## src/rtl/fwd_pkg.sv

```systemverilog
// Shared types and helpers for the E-stage forwarding/hazard unit.
//   tag_t       : per-stage destination tag {v, late, rd}
//   selw()      : width of an operand source select for a given stage count
//   SEL_REGFILE : select value meaning "take the register-file read data"
package fwd_pkg;

  localparam int REGW_DEF    = 5;
  localparam int SEL_REGFILE = 0;

  typedef struct packed {
    logic                v;
    logic                late;
    logic [REGW_DEF-1:0] rd;
  } tag_t;

  function automatic int selw(input int nstg);
    return $clog2(nstg + 1);
  endfunction

endpackage

```

## src/rtl/fwd_scoreboard_if.sv

```systemverilog
// Bundle of E-stage control/data signals between the pipeline and the
// forwarding unit.
//   master : pipeline side (drives i_*, receives o_*)
//   slave  : forwarding unit side
// Signals:
//   i_con_ev/we/late/rd  E instruction valid, writes rd, result is late, rd
//   i_con_rs             E source registers, NSRC x REGW
//   i_data_rs            register-file read data, NSRC x XLEN
//   i_data_stg           result of stage k at slice k-1, NSTG x XLEN
//   i_con_flush/hold     squash E instruction / freeze the tag pipeline
//   o_data_op            resolved operands, NSRC x XLEN
//   o_con_sel            per-operand source, 0 = regfile, k = stage k
//   o_con_stall          load-use stall request
//   o_con_pend           number of valid writing tags in flight
interface fwd_scoreboard_if
  import fwd_pkg::*;
#(
  parameter int XLEN = 32,
  parameter int REGW = REGW_DEF,
  parameter int NSRC = 2,
  parameter int NSTG = 3
);
  localparam int SELW = selw(NSTG);

  logic                 i_con_ev;
  logic                 i_con_we;
  logic                 i_con_late;
  logic [REGW-1:0]      i_con_rd;
  logic [NSRC*REGW-1:0] i_con_rs;
  logic [NSRC*XLEN-1:0] i_data_rs;
  logic [NSTG*XLEN-1:0] i_data_stg;
  logic                 i_con_flush;
  logic                 i_con_hold;
  logic [NSRC*XLEN-1:0] o_data_op;
  logic [NSRC*SELW-1:0] o_con_sel;
  logic                 o_con_stall;
  logic [SELW-1:0]      o_con_pend;

  modport master (
    output i_con_ev, i_con_we, i_con_late, i_con_rd, i_con_rs,
           i_data_rs, i_data_stg, i_con_flush, i_con_hold,
    input  o_data_op, o_con_sel, o_con_stall, o_con_pend
  );

  modport slave (
    input  i_con_ev, i_con_we, i_con_late, i_con_rd, i_con_rs,
           i_data_rs, i_data_stg, i_con_flush, i_con_hold,
    output o_data_op, o_con_sel, o_con_stall, o_con_pend
  );

endinterface

```

## src/rtl/fwd_match.sv

```systemverilog
// Priority matcher for one source operand against the in-flight tag array.
//   i_tags           : tag of stage k at index k-1 (index 0 = youngest)
//   i_rs             : source register index
//   o_sel            : youngest matching stage, 0 when nothing matches
//   o_hit_late_early : youngest match carries a late result that is not yet
//                      usable at its stage
module fwd_match
  import fwd_pkg::*;
#(
  parameter int NSTG     = 3,
  parameter int LATE_STG = 2,
  parameter int SELW     = selw(NSTG)
) (
  input  tag_t                i_tags [NSTG],
  input  logic [REGW_DEF-1:0] i_rs,
  output logic [SELW-1:0]     o_sel,
  output logic                o_hit_late_early
);

  // Scan from the oldest stage to the youngest so the youngest match is the
  // last assignment; an older non-late match can never mask a younger late one.
  always_comb begin
    o_sel            = SELW'(SEL_REGFILE);
    o_hit_late_early = 1'b0;
    for (int k = NSTG; k >= 1; k--) begin
      if (i_tags[k-1].v && (i_tags[k-1].rd == i_rs) && (i_rs != '0)) begin
        o_sel            = SELW'(k);
        o_hit_late_early = i_tags[k-1].late && (k < LATE_STG);
      end
    end
  end

endmodule

```

## src/rtl/fwd_scoreboard.sv

```systemverilog
// E-stage forwarding and load-use hazard unit.
// Ports:
//   i_clk   : clock
//   i_rst_n : asynchronous active-low reset, clears all in-flight tags
//   bus     : fwd_scoreboard_if slave (E-stage control, operand data,
//             resolved operands, selects, stall and pending count)
// A tag pipeline of NSTG entries mirrors the destination registers of the
// instructions downstream of E. Operand selection and the stall are
// combinational from those tags; only the tags and the pending count are state.
module fwd_scoreboard
  import fwd_pkg::*;
#(
  parameter int XLEN     = 32,
  parameter int REGW     = REGW_DEF,
  parameter int NSRC     = 2,
  parameter int NSTG     = 3,
  parameter int LATE_STG = 2
) (
  input logic             i_clk,
  input logic             i_rst_n,
  fwd_scoreboard_if.slave bus
);

  localparam int SELW = selw(NSTG);

  tag_t                 r_tag [NSTG];
  tag_t                 w_tag_nxt [NSTG];
  logic [SELW-1:0]      r_pend;
  logic [SELW-1:0]      w_sel [NSRC];
  logic [NSRC-1:0]      w_haz;
  logic                 w_stall;
  logic                 w_tag1_v;
  logic [NSRC*XLEN-1:0] w_op;
  logic [NSRC*SELW-1:0] w_sel_flat;

  function automatic logic [SELW-1:0] popcnt_v(input tag_t t [NSTG]);
    logic [SELW-1:0] n;
    n = '0;
    for (int k = 0; k < NSTG; k++) n = n + SELW'(t[k].v);
    return n;
  endfunction

  for (genvar s = 0; s < NSRC; s++) begin : g_src
    fwd_match #(
      .NSTG     (NSTG),
      .LATE_STG (LATE_STG),
      .SELW     (SELW)
    ) u_match (
      .i_tags           (r_tag),
      .i_rs             (bus.i_con_rs[s*REGW +: REGW]),
      .o_sel            (w_sel[s]),
      .o_hit_late_early (w_haz[s])
    );
  end

  // A squashed instruction never stalls; flush wins over a pending hazard.
  assign w_stall  = bus.i_con_ev & ~bus.i_con_flush & (|w_haz);
  // x0 and non-writing instructions enter as bubbles, as do stalled or
  // flushed ones, so only real producers are ever matched or counted.
  assign w_tag1_v = bus.i_con_ev & bus.i_con_we & (bus.i_con_rd != '0)
                  & ~bus.i_con_flush & ~w_stall;

  always_comb begin
    w_tag_nxt[0] = '{v: w_tag1_v, late: bus.i_con_late, rd: bus.i_con_rd};
    for (int k = 1; k < NSTG; k++) w_tag_nxt[k] = r_tag[k-1];
  end

  always_comb begin
    w_op       = bus.i_data_rs;
    w_sel_flat = '0;
    for (int s = 0; s < NSRC; s++) begin
      w_sel_flat[s*SELW +: SELW] = w_sel[s];
      for (int k = 1; k <= NSTG; k++) begin
        if (w_sel[s] == SELW'(k)) w_op[s*XLEN +: XLEN] = bus.i_data_stg[(k-1)*XLEN +: XLEN];
      end
    end
  end

  // Tag pipeline: hold freezes everything, otherwise shift one stage and the
  // oldest tag retires (the register file already holds its value).
  always_ff @(posedge i_clk or negedge i_rst_n) begin
    if (!i_rst_n) begin
      for (int k = 0; k < NSTG; k++) r_tag[k] <= '0;
      r_pend <= '0;
    end else if (!bus.i_con_hold) begin
      r_tag  <= w_tag_nxt;
      r_pend <= popcnt_v(w_tag_nxt);
    end
  end

  assign bus.o_data_op   = w_op;
  assign bus.o_con_sel   = w_sel_flat;
  assign bus.o_con_stall = w_stall;
  assign bus.o_con_pend  = r_pend;

endmodule
```

## src/flat_wrapper.sv

```systemverilog
// flat-port wrapper written by rule: the top's interface ports become plain ports
module fwd_scoreboard_flat import fwd_pkg::*;
#(
  parameter int XLEN     = 32,
  parameter int REGW     = REGW_DEF,
  parameter int NSRC     = 2,
  parameter int NSTG     = 3,
  parameter int LATE_STG = 2
)
  (i_clk, i_rst_n, bus_i_con_ev, bus_i_con_we, bus_i_con_late, bus_i_con_rd, bus_i_con_rs, bus_i_data_rs, bus_i_data_stg, bus_i_con_flush, bus_i_con_hold, bus_o_data_op, bus_o_con_sel, bus_o_con_stall, bus_o_con_pend);
  fwd_scoreboard_if #(.XLEN(XLEN), .REGW(REGW), .NSRC(NSRC), .NSTG(NSTG)) bus_i ();
  input logic i_clk;
  input logic i_rst_n;
  input wire logic [$bits(bus_i.i_con_ev)-1:0] bus_i_con_ev;
  input wire logic [$bits(bus_i.i_con_we)-1:0] bus_i_con_we;
  input wire logic [$bits(bus_i.i_con_late)-1:0] bus_i_con_late;
  input wire logic [$bits(bus_i.i_con_rd)-1:0] bus_i_con_rd;
  input wire logic [$bits(bus_i.i_con_rs)-1:0] bus_i_con_rs;
  input wire logic [$bits(bus_i.i_data_rs)-1:0] bus_i_data_rs;
  input wire logic [$bits(bus_i.i_data_stg)-1:0] bus_i_data_stg;
  input wire logic [$bits(bus_i.i_con_flush)-1:0] bus_i_con_flush;
  input wire logic [$bits(bus_i.i_con_hold)-1:0] bus_i_con_hold;
  output wire logic [$bits(bus_i.o_data_op)-1:0] bus_o_data_op;
  output wire logic [$bits(bus_i.o_con_sel)-1:0] bus_o_con_sel;
  output wire logic [$bits(bus_i.o_con_stall)-1:0] bus_o_con_stall;
  output wire logic [$bits(bus_i.o_con_pend)-1:0] bus_o_con_pend;
  assign bus_i.i_con_ev = bus_i_con_ev;
  assign bus_i.i_con_we = bus_i_con_we;
  assign bus_i.i_con_late = bus_i_con_late;
  assign bus_i.i_con_rd = bus_i_con_rd;
  assign bus_i.i_con_rs = bus_i_con_rs;
  assign bus_i.i_data_rs = bus_i_data_rs;
  assign bus_i.i_data_stg = bus_i_data_stg;
  assign bus_i.i_con_flush = bus_i_con_flush;
  assign bus_i.i_con_hold = bus_i_con_hold;
  assign bus_o_data_op = bus_i.o_data_op;
  assign bus_o_con_sel = bus_i.o_con_sel;
  assign bus_o_con_stall = bus_i.o_con_stall;
  assign bus_o_con_pend = bus_i.o_con_pend;
  fwd_scoreboard #(.XLEN(XLEN), .REGW(REGW), .NSRC(NSRC), .NSTG(NSTG), .LATE_STG(LATE_STG)) u_core (.i_clk(i_clk), .i_rst_n(i_rst_n), .bus(bus_i));
endmodule
```

## config.mk

```make
export PLATFORM = sky130hd
export DESIGN_NAME = fwd_scoreboard_flat
export DESIGN_NICKNAME = d
export VERILOG_FILES = /design/src/rtl/fwd_pkg.sv /design/src/rtl/fwd_scoreboard_if.sv /design/src/rtl/fwd_match.sv /design/src/rtl/fwd_scoreboard.sv /design/src/flat_wrapper.sv
export SDC_FILE = /design/constraint.sdc
export NUM_CORES = 1
export LEC_CHECK = 0
export BUFFER_PORTS_ARGS = -buffer_cell sky130_fd_sc_hd__buf_2
export CAP_MARGIN = 20
export CORE_MARGIN = 4
export CORE_UTILIZATION = 28
export DETAILED_ROUTE_END_ITERATION = 6
export GPL_TIMING_DRIVEN = 0
export PLACE_DENSITY = 0.6
export SYNTH_ARGS = -nofsm -noshare
export SYNTH_HDL_FRONTEND = slang
export SYNTH_SLANG_ARGS = --single-unit
```

## constraint.sdc

```tcl
create_clock -name i_clk -period 3.69 [get_ports i_clk]
set_input_delay 0.1845 -clock i_clk [delete_from_list [all_inputs] [get_ports i_clk]]
set_output_delay 0.1845 -clock i_clk [all_outputs]
set_load 0.02 [all_outputs]
```

* Yosys cells after proc, flatten, opt, wreduce, memory -nomap -nowiden *
Index checks and enable logic that the tools add are counted.

cells by class
  add/sub/neg operators = 2
  multiplexer cells = 14
  bitwise operators = 8
  reduce and logical (&&, ||, !) cells = 16
  eq/ne operators = 12

operators by type and width
  kind                number
  $mux 32             6
  $eq 5x5->1          6
  $reduce_bool 5->1   3
  $logic_and 1x1->1   12
  $mux 2              6
  $eq 2x2->1 const B  4
  $and 1x1->1         6
  $eq 2x1->1 const B  2
  $add 1x1->2         1
  $add 2x1->2         1
  $mux 1              2
  $not 1->1           2
  $reduce_or 2->1     1

storage, ports and cells
  output and inout port bits = 71
  logic and storage cells = 60
  input bits = 182
  bits in registers = 21

* Logic depth before layout (Yosys ltp) *
  depth in word-level cells = 10
  mapped depth = 8
  gate-level depth less buffers = 7

* Hierarchy *
From an unflattened synthesis, not the netlist that was laid out.

unflattened totals
  cells, all modules = 193
  area total of the unflattened synthesis = 2966.6 um^2

modules (own cells, without submodules)
  module          cells each  instances  seq. area each (um^2)  area an instance (um^2)
  fwd_scoreboard  137         1          575.6                  2543.7
  fwd_match       28          2          0.0                    211.5

* Worst setup path after synthesis *
Ideal clock, no wire load.

  path type = register -> register
  from = reg u_core.r_tag[17] (netlist name)
  to = reg u_core.r_pend[0], in the netlist u_core.bus.o_con_pend[0]
  data arrival time = 2.168 ns
  library setup time = 0.125 ns
  slack = 1.397 ns
  buffers on the path = 1
  period minus slack after synthesis = 2.293 ns
  stages on the path, launching flop included = 8
  data required time = 3.565 ns
  cells stage by stage = dfrtp_1 xor2_1 or4_4 buf_12 a21boi_1 nor2_1 fa_1 mux2_2

on the way
  cells in the longest elaborated chain, start to end = 10
  elaborated cells on any way between the ends = 14
  those cells by class = add/sub: 2; eq/ne: 2; mux: 2; bitwise: 3; reduce/logical: 5

ends and longest elaborated chain
  what                             line                  text
  from (decl)                      fwd_scoreboard.sv:26  tag_t r_tag [NSTG];
  from (signal assigned)           fwd_scoreboard.sv:86  r_tag <= w_tag_nxt;
  $eq 5x5->1                       fwd_match.sv:26       if (i_tags[k-1].v && (i_tags[k-1].rd == i_rs) && (i_rs != '0)) begin
  $logic_and 1x1->1 (2 in series)  fwd_match.sv:26
  $mux 1                           fwd_match.sv:26
  $reduce_or 2->1 *                fwd_scoreboard.sv:57  assign w_stall = bus.i_con_ev & ~bus.i_con_flush & (|w_haz);
  $and 1x1->1 *                    fwd_scoreboard.sv:57
  $not 1->1 *                      fwd_scoreboard.sv:61  & ~bus.i_con_flush & ~w_stall;
  $and 1x1->1 *                    fwd_scoreboard.sv:61
  via u_core.w_tag1_v              fwd_scoreboard.sv:32  logic w_tag1_v;
  $add 1x1->2 *                    fwd_scoreboard.sv:39  for (int k = 0; k < NSTG; k++) n = n + SELW'(t[k].v);
  $add 2x1->2 *                    fwd_scoreboard.sv:39
  to (signal assigned)             fwd_scoreboard.sv:87  r_pend <= popcnt_v(w_tag_nxt);
  to (decl)                        fwd_scoreboard.sv:28  logic [SELW-1:0] r_pend;

The timed path passes the listed nets; every way through them passes the cells marked *.
A chain may end at the register's enable or synchronous reset.

* Worst setup path after layout *
  from = reg u_core.r_tag[9] (netlist name)
  to = out bus_o_data_op[15]

on the way
  cells in the longest elaborated chain, start to end = 9
  elaborated cells on any way between the ends = 11
  those cells by class = eq/ne: 4; mux: 5; reduce/logical: 2

ends and longest elaborated chain
  what                               line                  text
  $eq 5x5->1 *                       fwd_match.sv:26
  $logic_and 1x1->1 * (2 in series)  fwd_match.sv:26
  $mux 2 * (2 in series)             fwd_match.sv:26
  $eq 2x1->1                         fwd_scoreboard.sv:74  if (w_sel[s] == SELW'(k)) w_op[s*XLEN +: XLEN] = bus.i_data_stg[(k-1)*XLEN +: XLEN];
  $mux 32 (2 in series)              fwd_scoreboard.sv:74
  $mux 32 *                          fwd_scoreboard.sv:74
  to (decl)                          flat_wrapper.sv:23    output wire logic [$bits(bus_i.o_data_op)-1:0] bus_o_data_op;

Mark *: on every way between the ends. The rest lies on a longest branch, timed or not.

==> flow_summary.yaml <==
critical_path:
  slowest_stage: "nor4_2"
  worst-endpoint-arrival_ps: 2720
  critPathLaunchType: "flip-flop"
  worstPathRequired_ps: 3510
  endpoint_kind: "output port"
  cp_top_family: "simple AND/OR/NAND/NOR gates"
  critPathBufInv: 2
  critPathMaxFanout: 10
  slowest_delay_ps: 710
  cp_cell_sequence: "xnor2_1 > nand4_1 > nor4_2 > clkbuf_1 > nand3_1 > o221ai_2 > buf_2"
  critPathKind: "reg2out"
route:
  ant_nets: 0
  wl_per_cell_um: 19.7
  dr_wl_met3_um: 1230
  maxUsedRoutingLayer: "met4"
  drt_iter0_drc: 201
  vias_per_cell: 5.27
  wirelength_um: 16500
  num_vias: 4419
  drc: 0
  firstDrtPassIters: 5
  met2WireLength_um: 8260
  met1Wirelength_um: 6830
synthesis:
  yosysWarnings: 0
  syn-instance-count: 406
  synth_edf_count: 0
  synth_fp_nets: 589
  syn_area_per_cell_um2: 9.45
  synthArstFlopShare: 1.00
  synth_ff_type: "dfrtp_1"
  ys_ff_latch: 21
  synth_top_cell_by_area: "o221ai_2"
  ys_types: 33
  synth-seq-area-share: 0.137
  yosysTopAreaCellShare: 0.227
  syn_area_um2: 3840
  yosys-top-cells-area: "o221ai_2, mux2i_1, dfrtp_1, nand3_1, nand2_1"
sta:
  finalSetupViolCount: 0
  clock_skew_ps: 3.32
  fin_tns_setup_ps: 0
  drv_slew: 0
  rsz0062_at_grt: "false"
  slew_headroom: 0.381
  fin_crit_ps: 2910
  fmax_mhz: 344
  timing.final.crit_share: 0.788
  worstMarginPinSlew_ps: 920
  final_hold_viol_count: 0
outcome:
  status: "complete, no violations"
grt:
  grt_pass1_vias: 4597
  overflow: 0
  antenna_found_initial: 0
  grt_max_degree: 22
  grt_first_pass_wirelength_um: 25300
  gr-usage-all-layers: 0.196
power:
  power_leakage_nw: 2.86
  power_density_nw_per_um2: 193
  power_mw: 1.04
  pwr-share-clk: 0.221
  ir_drop_uv: 229
  p_comb_frac: 0.491
  internal_power_uw: 658
  netSwitchingPower_uw: 384
  sequentialPowerShare: 0.287
  switching_share: 0.369
cts:
  clk_pin_slew_worst_paths_ps: 60
  post_cts_buffers: 0
  hold_buffers: 1
  clkLatencyLatePin_ps: 260
  cts.path.max_buffers: 2
  cts_buffers: 3
  cts_sinks: 21
  h-tree-depth: 1
  clock_tree.root_cell: "clkbuf_16"
  post_cts_resized: 0
  cts_tree: "done"
place:
  gp_congestion: 0.917
  postPlaceCellArea_um2: 5320
  post-dp-hpwl_um: 13300
  portBuffers: 252
cells_and_area:
  n_fill_cell: 1389
  finalNetCount: 847
  syn2layout_area_growth_pct: 40.9
  mostFrequentLayoutCell: "buf_2"
  antenna_cells: 0
  final_layout_size_suffix_gt1_frac: 0.569
  final_area_um2: 5410
  final_cell_mix: "buf_2, nand2_1, mux2i_1, nand3_1, o221ai_2"
floorplanning:
  die_h_um: 125
  die_w_um: 125
  initial_core_util: 0.288
  die_area_um2: 15600
  core_area_um2: 13300
  std_cell_rows: 42
  io_pins: 253
job:
  maxCapViolCount: 0
min_path:
  hold_path_class: "in2reg"
## path summary, 6_finish.rpt
kind,start,end,slack (ps),depth (start not counted)
max,u_core.r_tag[9]$_DFFE_PN0N_,bus_o_data_op[15],780,7
min,bus_i_con_rd[0],u_core.r_tag[14]$_DFFE_PN0N_,170,2
max reg2reg,u_core.r_tag[16]$_DFFE_PN0N_,u_core.bus.o_con_pend[0]$_DFFE_PN0N_,1130,8
min reg2reg,u_core.bus.o_con_pend[0]$_DFFE_PN0N_,u_core.bus.o_con_pend[0]$_DFFE_PN0N_,500,1
max in group asynchronous,i_rst_n,u_core.r_tag[6]$_DFFE_PN0N_,2950,2
min in group asynchronous,i_rst_n,u_core.r_tag[14]$_DFFE_PN0N_,410,2
## cells in the mapped netlist (5+ instances only)
cell type / number
dfrtp_1: 21
nand4_1: 6
buf_2: 6
clkbuf_1: 7
buf_12: 9
o221ai_1: 6
nand3_1: 64
o221ai_2: 58
buf_4: 8
nand2_1: 70
mux2_2: 19
xor2_1: 6
xnor2_1: 24
buf_8: 5
mux2i_1: 64
## metrics by stage
| stage | hold WS, ps | worst slack (ps) | instances | utilization |
|---|---|---|---|---|
| 6_report | 167 | 782 | 839 | 0.405 |
| 5_1_grt | 173 | 571 | 839 | 0.405 |
| 4_1_cts | 167 | 702 | 839 | 0.405 |
| 3_5_place_dp | 169 | 1020 | 834 | 0.399 |
| 3_3_place_gp | 158 | 1060 | 834 | 0.399 |
| 2_1_floorplan | -111 | 1400 | 406 | - |
## power groups by stage
stage	Clock (mW)	Sequential, mW	Combinational (mW)
final	0.230	0.299	0.512
after global routing	0.242	0.304	0.556
after CTS	0.234	0.299	0.515
after detailed placement	0	0.303	0.512
after global placement	0	0.301	0.503
after floorplan	0	0.296	0.300
## sequential cells by signal (all words and copies together), names as in the netlist
name                   cells
u_core.bus.o_con_pend      2
u_core.r_tag              19
## cell families (layout without fill, tap and decap cells)
logic type,after synthesis,count (layout),share of synthesized area
buffers and inverters,46,303,0.119
and+or+nand+nor,155,155,0.192
adders and majority gates,1,1,0.00522
muxes,83,83,0.223
AOI/OAI and AO/OA,70,70,0.256
DFF,21,21,0.137
xor gates and xnor gates,30,30,0.0684
## final cells by class
type                            count  area (um^2)  area share
Clock inverter                      1         5.00    0.000925
Inverter                            2         7.51     0.00139
Tap cell                          176          220      0.0407
Sequential cell                    21          526      0.0971
Clock buffer                        3         75.1      0.0139
Buffer                             44          450      0.0833
Multi-Input combinational cell    339         2860       0.528
Timing Repair Buffer              253         1270       0.235
## routing by layer
layer,vias up,track usage
met5,-,0
met4,0,0.0293
met3,20,0.0358
met2,215,0.356
met1,2099,0.248
li1,2085,-
Note: power is estimated with default switching activity, not from simulation.
